===== config.mk =====
export PLATFORM = sky130hd
export DESIGN_NAME = pixel_frame_writer
export DESIGN_NICKNAME = d
export VERILOG_FILES = /design/src/rtl/pixel_frame_writer.sv
export SDC_FILE = /design/constraint.sdc
export NUM_CORES = 1
export LEC_CHECK = 0
export BUFFER_PORTS_ARGS = -buffer_cell sky130_fd_sc_hd__buf_2
export CAP_MARGIN = 20
export CORE_MARGIN = 2
export CORE_UTILIZATION = 52
export DETAILED_ROUTE_END_ITERATION = 10
export PLACE_DENSITY_LB_ADDON = 0.1
export SYNTH_ARGS = -nofsm -noshare
export SYNTH_HDL_FRONTEND = slang
export SYNTH_SLANG_ARGS = --single-unit

===== constraint.sdc =====
create_clock -name clk -period 2.5 [get_ports clk]
set_input_delay 0.5 -clock clk [delete_from_list [all_inputs] [get_ports clk]]
set_output_delay 0.5 -clock clk [all_outputs]
set_load 0.01 [all_outputs]

===== src/rtl/pixel_frame_writer.sv =====
// Purpose: sink for a valid/ready pixel stream; writes one raster frame per start into a framebuffer port.
// Latency: accept -> mem_we is 1 cycle; 1 pixel/clk sustained while mem_ready stays high.
// Backpressure: x_ready drops while a write is stalled (mem_we && !mem_ready) and outside RUN.
//
// Ports:
//   clk, rst_n                    clock and synchronous active-low reset
//   start, abort                  begin a frame capture (IDLE only) / cancel the capture in flight
//   x_valid, x_ready, x_data      upstream pixel stream
//   mem_we, mem_addr, mem_wdata   framebuffer write request, retired when mem_we && mem_ready
//   mem_ready                     framebuffer accepts the write this cycle
//   busy, frame_done              capture in progress / one-cycle pulse once the last pixel is written
//   pixel_count                   pixels accepted in the current or most recent frame
module pixel_frame_writer #(
  parameter int IMG_WIDTH  = 640,
  parameter int IMG_HEIGHT = 480,
  parameter int W          = 8,
  parameter int ADDR_W     = $clog2(IMG_WIDTH*IMG_HEIGHT)
) (
  input  logic              clk,
  input  logic              rst_n,
  input  logic              start,
  input  logic              abort,
  input  logic              x_valid,
  output logic              x_ready,
  input  logic [W-1:0]      x_data,
  output logic              mem_we,
  output logic [ADDR_W-1:0] mem_addr,
  output logic [W-1:0]      mem_wdata,
  input  logic              mem_ready,
  output logic              busy,
  output logic              frame_done,
  output logic [ADDR_W:0]   pixel_count
);

  localparam int TOTAL = IMG_WIDTH * IMG_HEIGHT;
  localparam logic [ADDR_W:0] LAST_IDX = (ADDR_W+1)'(TOTAL - 1);

  typedef enum logic [1:0] {
    IDLE  = 2'd0,
    RUN   = 2'd1,
    FLUSH = 2'd2
  } state_t;

  state_t state, state_nxt;

  logic accept;
  logic retire;
  logic last_accept;

  assign accept      = x_valid && x_ready;
  assign retire      = mem_we && mem_ready;
  assign last_accept = accept && (pixel_count == LAST_IDX);

  // State register
  always_ff @(posedge clk) begin
    if (!rst_n) begin
      state <= IDLE;
    end else begin
      state <= state_nxt;
    end
  end

  // Next-state logic; abort outranks start and accept
  always_comb begin
    state_nxt = state;
    case (state)
      IDLE:    if (start && !abort) state_nxt = RUN;
      RUN: begin
        if (abort)            state_nxt = IDLE;
        else if (last_accept) state_nxt = FLUSH;
      end
      FLUSH: begin
        if (abort)       state_nxt = IDLE;
        else if (retire) state_nxt = IDLE;
      end
      default: state_nxt = IDLE;
    endcase
  end

  // Outputs decoded from state. The single output register can take a new pixel
  // whenever it is empty or being drained this cycle; x_valid is deliberately
  // not part of this term.
  always_comb begin
    x_ready = (state == RUN) && (!mem_we || mem_ready);
    busy    = (state != IDLE);
  end

  // Write register, pixel counter and completion pulse
  always_ff @(posedge clk) begin
    if (!rst_n) begin
      mem_we      <= 1'b0;
      mem_addr    <= '0;
      mem_wdata   <= '0;
      frame_done  <= 1'b0;
      pixel_count <= '0;
    end else begin
      frame_done <= 1'b0;
      case (state)
        IDLE: begin
          if (start && !abort) pixel_count <= '0;
        end
        RUN: begin
          if (abort) begin
            // Pending write is dropped; pixel_count keeps what was accepted.
            mem_we <= 1'b0;
          end else if (accept) begin
            // Refill (possibly in the same cycle the previous write retires).
            mem_we      <= 1'b1;
            mem_addr    <= pixel_count[ADDR_W-1:0];
            mem_wdata   <= x_data;
            pixel_count <= pixel_count + 1'b1;
          end else if (retire) begin
            mem_we <= 1'b0;
          end
        end
        FLUSH: begin
          if (abort) begin
            mem_we <= 1'b0;
          end else if (retire) begin
            mem_we     <= 1'b0;
            frame_done <= 1'b1;
          end
        end
        default: mem_we <= 1'b0;
      endcase
    end
  end

endmodule


* Word-level counts from Yosys, hierarchy flattened *
Index checks and enable logic that the tools add are counted.

word-level totals
  register bits after elaboration = 51
  latch bits = 0
  memory bits (writable) = 0
  ROM bits = 0
  logic and storage cells = 49
  memories kept = 0

operators by class
  add/subtract/negate cells = 1
  multiply operators = 0
  divide/modulo/power cells = 0
  magnitude comparators = 0
  equality and inequality tests = 8
  shifts and indexed selects = 0
  mux-type cells = 16
  bitwise logic cells = 3
  reduce and logical (&&, ||, !) cells = 15

operators by type and width
  cell                                                                     count
  20-bit two-way mux                                                       3
  20-bit one-hot mux with 2 select lines                                   1
  20-bit by 1-bit adder with 20-bit output, second input constant          1
  20-bit by 19-bit equality test with 1-bit output, second input constant  1
  2-bit two-way mux                                                        5
  2-bit != test, second input constant                                     3
  3-bit != test, second input constant                                     2
  2-bit one-hot mux with 3 select lines                                    1
  3-bit AND reduction                                                      2
  1-bit logical AND                                                        5
  1-bit two-way mux                                                        5
  4-bit AND reduction                                                      1
  2-bit nonzero test                                                       2
  1-bit inverter                                                           3
  1-bit one-hot mux with 3 select lines                                    1
  3-bit OR reduction                                                       1
  2-bit by 1-bit equality test with 1-bit output, second input constant    1
  2-bit equality test, second input constant                               1
  1-bit zero test                                                          2
  2-bit zero test                                                          1
  1-bit logical OR                                                         1

* Depth between registers and ports, before layout *
Gate-level depths: netlist of the first run.

  word-level depth = 8
  mapped depth = 9

* Least setup slack after synthesis of the first run *
OpenSTA, ideal clock, no wires.

  path type = register to register
  start point = reg state[1]
  end point = reg pixel_count[16]
  arrival = 1.838 ns
  required time = 2.428 ns
  setup slack = 0.590 ns
  cell stages (with the launch flop) = 8
  path buffers = 1
  path through = dfxtp_1 > inv_1 > ha_1 > buf_2 > a21oi_1 > o2111ai_2 > a2111oi_1 > mux2i_1

on the way
  longest elaborated chain between the ends = 5

ends and longest elaborated chain
  element                                         line    RTL
  start: declaration                              44      state_t state, state_nxt;
  start signal: assignment                        59      state <= state_nxt;
  2-bit by 1-bit equality test with 1-bit output  84, 98
  1-bit logical AND                               84      x_ready = (state == RUN) && (!mem_we || mem_ready);
  1-bit logical AND                               50      assign accept = x_valid && x_ready;
  2-bit != test (no line)                         n/a
  4-bit AND reduction (no line)                   n/a
  end signal: assignment                          111     pixel_count <= pixel_count + 1'b1;
  end: declaration                                32      output logic [ADDR_W:0] pixel_count

Several ways; a longest one is shown, not always the timed one.
A chain may end at the register's enable or synchronous reset.

* Worst setup path in the final report of the first run *
  start point = reg state[1]
  end point = reg pixel_count[15]

The elaborated chain is that of the path after synthesis.

==> impl_metrics.csv, run 1 <==
group,metric,value,unit
run_status,status,"complete, no violations",
clocking,ctsHtreeMaxLevel,2,
worst_setup_path,ff2ff_path_depth,7,
floorplanning,core,4414,µm²
pwr,comb_power_share,23.5,%
final_layout,fin_nets,374,
clocking,cts.sinks,51,
worst_setup_path,slowest_delay,0.58,ns
final_layout,area_delta_synth_final,19.45,%
global_routing,grt_max_degree,46,
detailed_routing,highest_layer,"met4",
floorplanning,start_util,54.93,%
worst_setup_path,cp_top_family,"compound AO/OA/AOI/OAI gates",
worst_hold_path,min_from,"x_data[7]",
detailed_routing,routedWlPerCell,13.92,µm
worst_setup_path,reg2reg_to,"pixel_count[15]$_SDFFE_PN0P_",
timing,finalSetupViolCount,0,
clocking,cts_root_buf,"clkbuf_8",
global_routing,globalRouteOverflowTotal,0,
worst_hold_path,holdPathEnd,"mem_wdata[7]$_SDFFE_PN0P_",
global_routing,grt_antenna_before_repair,0,
detailed_routing,vias,2258,
pwr,swShare,32.49,%
timing,worstMarginPinSlew,0.7120,ns
yosys,synth_warnings,0,
detailed_routing,met1_length,2.695,mm
timing,fin_skew,0.01030,ns
timing,fmaxAchievable,0.4536,GHz
clocking,cts-resized-gates,0,
yosys,syn_avg_cell_area,8.276,µm²
timing,hold_viol_final,0,
clocking,cts_hold_buffers,0,
detailed_routing,dr_wl_met3,349,µm
worst_setup_path,cp.arrival,2.45,ns
worst_hold_path,hold_path_depth,3,
floorplanning,ios,65,
timing,drv_slew,0,
global_routing,grt_usage,23.05,%
timing,relSlewSlack,52.36,%
final_layout,diodes,0,
worst_setup_path,cp_max_fo,9,
pwr,pwr_density_cell,615.4,nW/µm²
clocking,path_clk_slew,0.10,ns
yosys,synth_seq_area_share,42.11,%
clocking,cts_setup_buffers,0,
detailed_routing,postRouteAntennaNets,0,
detailed_routing,finalWirelength,5.695,mm
clocking,cts_tree,"yes",
placement,hpwl,3.885,mm
detailed_routing,viasPerCell,5.521,
timing,rsz0062_at_grt,"false",
pwr,p_seq_share,47.8,%
detailed_routing,drc_errors,0,
final_layout,final_common_cell,"nand2_1",
worst_setup_path,criticalPathCategory,"reg2reg",
worst_setup_path,path_cells,"inv_1 -> ha_1 -> buf_4 -> a21oi_1 -> o2111ai_2 -> a2111oi_1 -> mux2i_1",
placement,placed_cells,400,
final_layout,layout_common_cells,"nand2_1, buf_2, dfxtp_1, a21oi_1",
floorplanning,die_width,72.29,µm
timing,fin_crit_sh,88.19,%
yosys,netlist-cell-type-count,45,
yosys,synth_seq_cells,51,
placement,numPortBuffers,64,
floorplanning,rows,24,
pwr,leakage,1.158,nW
detailed_routing,drt-pass1-iter-count,4,
yosys,synth-main-ff-cell,"dfxtp_1",
final_layout,layout.cells.non_filler,409,
worst_setup_path,cp.required,2.74,ns
placement,gp_congestion,0.8492,
yosys,synth_edf_count,0,
clocking,clk_path_buf_depth,2,
job,maxCapViolCount,0,
worst_setup_path,start_kind,"flip-flop",
timing,final.setup.tns,0,ns
pwr,ir_drop,460.8,µV
pwr,pwr-share-clk,28.7,%
floorplanning,die_h,72.29,µm
yosys,netlist_instances,293,
global_routing,grt_pass1_wl,9.577,mm
pwr,p_switching,0.5790,mW
detailed_routing,drtIter0Drc,117,
worst_setup_path,path_buf_inv,2,
worst_setup_path,reg2reg_slack,0.30,ns
global_routing,grt_pass1_vias,1987,
clocking,cts_buffers,5,
worst_setup_path,critPathSlowestCell,"a2111oi_1",
yosys,syn_area,2425,µm²
final_layout,drive_gt1_share,24.93,%
worst_setup_path,worstReg2RegStart,"state[1]$_SDFFE_PN0P_",
worst_setup_path,end_kind,"flip-flop",
worst_hold_path,hp-class,"in2reg",
floorplanning,die-area,5225,µm²
yosys,async_reset_ff_share,0,%
detailed_routing,wl_met2,2.602,mm
clocking,clkLatencyLatePin,0.31,ns
pwr,intPower,1.203,mW
timing,finalCriticalPeriod,2.205,ns
yosys,syn_nets,311,
-- worst reg2reg max path: stages, from the launching register on --
cell and delay [ns]:
dfxtp_1 0.35, inv_1 0.08, ha_1 0.19, buf_4 0.17
a21oi_1 0.25, o2111ai_2 0.30, a2111oi_1 0.59, mux2i_1 0.23
-- layer usage --
metal  track usage [%]  vias to the layer above
li1                  -                     1161
met1             32.07                     1032
met5                 0                        -
met3             5.417                        5
met2             36.60                       60
met4             5.031                        0
-- synthesized netlist by cell type, types with 2 or more instances --
cell type / number / area [µm²]
a2111oi_1: 4 / 40.04
a2111oi_2: 2 / 30.03
a21oi_1: 31 / 155.2
and2_1: 2 / 12.51
and3_1: 3 / 18.77
and4_1: 3 / 26.28
buf_2: 3 / 15.01
buf_6: 2 / 22.52
clkbuf_1: 11 / 41.29
dfxtp_1: 51 / 1021
ha_1: 4 / 50.05
inv_1: 6 / 22.52
mux2i_1: 16 / 160.2
nand2_1: 84 / 315.3
nand2b_1: 4 / 25.02
nand3_1: 9 / 45.04
nand4_1: 2 / 12.51
nor2_1: 2 / 7.510
nor2b_1: 4 / 25.02
nor3_1: 2 / 10.01
nor4_1: 7 / 43.79
o2111ai_1: 3 / 26.28
or3_1: 16 / 100.1
-- cells by family (layout without fill, tap and decap cells) --
family | count (synthesis) | in the layout | share of synthesized area, %
DFF | 51 | 51 | 42.11
adders and majority gates | 4 | 4 | 2.064
muxes | 17 | 17 | 7.069
buffers and inverters | 24 | 88 | 4.489
AOI/OAI and AO/OA | 51 | 51 | 14.50
and+or+nand+nor | 146 | 146 | 29.77
-- metrics by stage --
stage | hold slack, ns | power (mW) | setup WS, ns | cell area (µm²) | util, %
after floorplan | 0.4805 | 1.155 | 0.5901 | 2425 | -
after global placement | 0.4388 | 1.276 | 0.2715 | 2790 | 63.21
after detailed placement | 0.4437 | 1.285 | 0.1967 | 2790 | 63.21
after CTS | 0.4143 | 1.785 | 0.1748 | 2889 | 65.45
after global routing | 0.4329 | 1.871 | 0.1465 | 2897 | 65.62
final | 0.4130 | 1.782 | 0.2953 | 2897 | 65.62
-- power by group through the flow --
stage               combinational [mW]  sequential, mW  clock, mW
detailed placement               0.415           0.870          0
floorplan                        0.280           0.875          0
CTS                              0.416           0.851      0.518
global route                     0.468           0.855      0.548
finish                           0.419           0.852      0.512
global placement                 0.407           0.869          0
-- area by class of cell --
type                    count  area (µm²)
clock buffers               6       82.58
clock inverters             2       16.27
fillers                   402        1518
inverters                   8       30.03
multi-input cells         218        1301
flip-flops and latches     51        1021
well taps                  52       65.06
repair buffers             72       380.4
-- flip-flops by register name, indices dropped and copies added, names as in the netlist --
register,cells
mem_we,1
pixel_count,20
mem_addr,19
frame_done,1
mem_wdata,8
state,2
-- worst max path at each step --
| stage | start | slack, ns | depth (start not counted) | to |
|---|---|---|---|---|
| after floorplan | state[1]$_SDFFE_PN0P_ | 0.59 | 7 | pixel_count[16]$_SDFFE_PN0P_ |
| after global placement | abort | 0.27 | 5 | pixel_count[12]$_SDFFE_PN0P_ |
| after detailed placement | abort | 0.20 | 5 | pixel_count[12]$_SDFFE_PN0P_ |
| after CTS | state[0]$_SDFFE_PN0P_ | 0.17 | 6 | pixel_count[12]$_SDFFE_PN0P_ |
| after global routing | state[1]$_SDFFE_PN0P_ | 0.15 | 7 | pixel_count[15]$_SDFFE_PN0P_ |
| final | state[1]$_SDFFE_PN0P_ | 0.30 | 7 | pixel_count[15]$_SDFFE_PN0P_ |
Note: power is estimated with default switching activity, not from simulation.
==> run 2, diff against run 1 <==
Settings changed: CORE_UTILIZATION 52 to 47.
Clock period 2.5 ns to 2 ns, I/O delays scaled along.
==> impl_metrics.csv, run 2 (synthesis gave the netlist of run 1 again) <==
group,metric,value,unit
run_status,status,"complete, no violations",
pwr,comb_power_share,26.4,%
clocking,path_clk_slew,0.10,ns
floorplanning,die_h,75.83,µm
pwr,p_switching,0.7833,mW
pwr,pwr-share-clk,30.2,%
worst_setup_path,start_kind,"flip-flop",
floorplanning,core,5042,µm²
detailed_routing,finalWirelength,6.159,mm
worst_setup_path,cp.arrival,2.18,ns
clocking,cts_tree,"yes",
detailed_routing,drc_errors,0,
placement,gp_congestion,0.8936,
global_routing,globalRouteOverflowTotal,0,
floorplanning,start_util,48.09,%
worst_setup_path,criticalPathCategory,"reg2reg",
pwr,swShare,31.96,%
timing,finalCriticalPeriod,1.935,ns
detailed_routing,viasPerCell,5.345,
floorplanning,die-area,5749,µm²
floorplanning,ios,65,
clocking,ctsHtreeMaxLevel,2,
pwr,intPower,1.667,mW
timing,hold_viol_final,0,
clocking,clk_path_buf_depth,2,
timing,fin_crit_sh,96.73,%
placement,numPortBuffers,64,
final_layout,final_common_cell,"nand2_1",
final_layout,largest_reg_flops,20,
clocking,cts_root_buf,"clkbuf_8",
global_routing,grt_pass1_wl,9.597,mm
pwr,pwr_density_cell,790.1,nW/µm²
global_routing,grt_pass1_vias,1913,
final_layout,fin_nets,379,
worst_setup_path,cp.required,2.25,ns
detailed_routing,routedWlPerCell,14.26,µm
final_layout,layout_common_cells,"nand2_1, buf_2, dfxtp_1, a21oi_1, mux2i_1",
global_routing,grt_max_degree,30,
worst_hold_path,hp-class,"in2reg",
final_layout,final_util,61.51,%
pwr,leakage,1.207,nW
floorplanning,die_width,75.83,µm
detailed_routing,postRouteAntennaNets,0,
detailed_routing,drt-pass1-iter-count,4,
global_routing,grt_usage,21.87,%
timing,worstMarginPinSlew,0.4960,ns
clocking,cts_buffers,5,
detailed_routing,vias,2309,
final_layout,area_delta_synth_final,27.92,%
timing,fin_skew,0.009829,ns
detailed_routing,drtIter0Drc,163,
timing,finalSetupViolCount,0,
job,maxCapViolCount,0,
clocking,clkLatencyLatePin,0.31,ns
clocking,cts_setup_buffers,0,
timing,fmaxAchievable,0.5169,GHz
pwr,ir_drop,524.1,µV
floorplanning,rows,26,
final_layout,num-fill-cells,469,
final_layout,drive_gt1_share,28.73,%
worst_setup_path,end_kind,"flip-flop",
final_layout,diodes,0,
timing,relSlewSlack,66.90,%
placement,hpwl,4.122,mm
final_layout,reg.largest.list,"pixel_count (20), mem_addr (19), mem_wdata (8)",
pwr,p_seq_share,43.5,%
final_layout,top_register,"pixel_count",
worst_setup_path,cp_max_fo,10,
clocking,cts.sinks,51,
global_routing,grt_antenna_before_repair,0,
pwr,p_total,2.451,mW
timing,drv_slew,0,
timing,final.setup.tns,0,ns
## run 2: changes by cell type in the layout (fill, tap and decap cells not counted), sizes merged
cell	change
buf	+5
clkinv	-1
bufinv	+1
inv	+1
clkbuf	-1
## run 2: area by class of cell
| type | count | area [µm²] | share of cell area (%) |
|---|---|---|---|
| clock buffer | 5 | 68.82 | 2.219 |
| clock inverter | 3 | 46.29 | 1.493 |
| inverter | 8 | 30.03 | 0.9681 |
| multi-input combinational | 218 | 1393 | 44.90 |
| sequential | 51 | 1021 | 32.92 |
| tap | 70 | 87.58 | 2.824 |
| timing repair buffer | 77 | 455.4 | 14.68 |
## run 2: critical path: stages, from the launching register on
cell and delay [ns]:
dfxtp_1 0.34, inv_1 0.07, ha_1 0.23, buf_4 0.18, and4bb_2 0.37, a31oi_4 0.10
or4_1 0.44, a21oi_1 0.15
## run 2: repair_timing
item,in CTS,in global routing
hold buffers,0,0
endpoints found under the setup margin,2,11
gates cloned,0,0
resized for setup,0,17
pin swaps,0,1
## run 2: per-layer routing
metal / up-vias / global-route usage [%] / wire, µm
met5: - / 0 / 0
li1: 1171 / - / -
met2: 66 / 33.62 / 2794
met4: 0 / 7.212 / 31
met1: 1070 / 30.62 / 3025
met3: 2 / 4.497 / 307
## run 2: worst paths after layout
check / start / endpoint / slack (ns) / cells after the start
max: state[1]$_SDFFE_PN0P_ / pixel_count[2]$_SDFFE_PN0P_ / 0.07 / 7
min: x_data[6] / mem_wdata[6]$_SDFFE_PN0P_ / 0.32 / 3
max reg2reg: state[1]$_SDFFE_PN0P_ / pixel_count[2]$_SDFFE_PN0P_ / 0.07 / 7
min reg2reg: mem_wdata[6]$_SDFFE_PN0P_ / mem_wdata[6]$_SDFFE_PN0P_ / 0.45 / 2
## run 2: power groups by stage
stage	registers, mW	clock network [mW]	logic (mW)
final	1.07	0.740	0.646
after global placement	1.09	0	0.571
after floorplan	1.09	0	0.350
after detailed placement	1.09	0	0.574
after CTS	1.06	0.753	0.576
after global routing	1.07	0.797	0.700
## run 2: metrics by stage
stage / setup slack [ns] / std cells / hold WS [ns] / cell area [µm²]
after floorplan: 0.09006 / 293 / 0.4805 / 2425
after global placement: 0.07753 / 424 / 0.4391 / 2883
after detailed placement: 0.02078 / 424 / 0.4443 / 2883
after CTS: -0.01924 / 432 / 0.3164 / 2998
after global routing: -0.01944 / 432 / 0.3220 / 3102
final: 0.06543 / 432 / 0.3167 / 3102
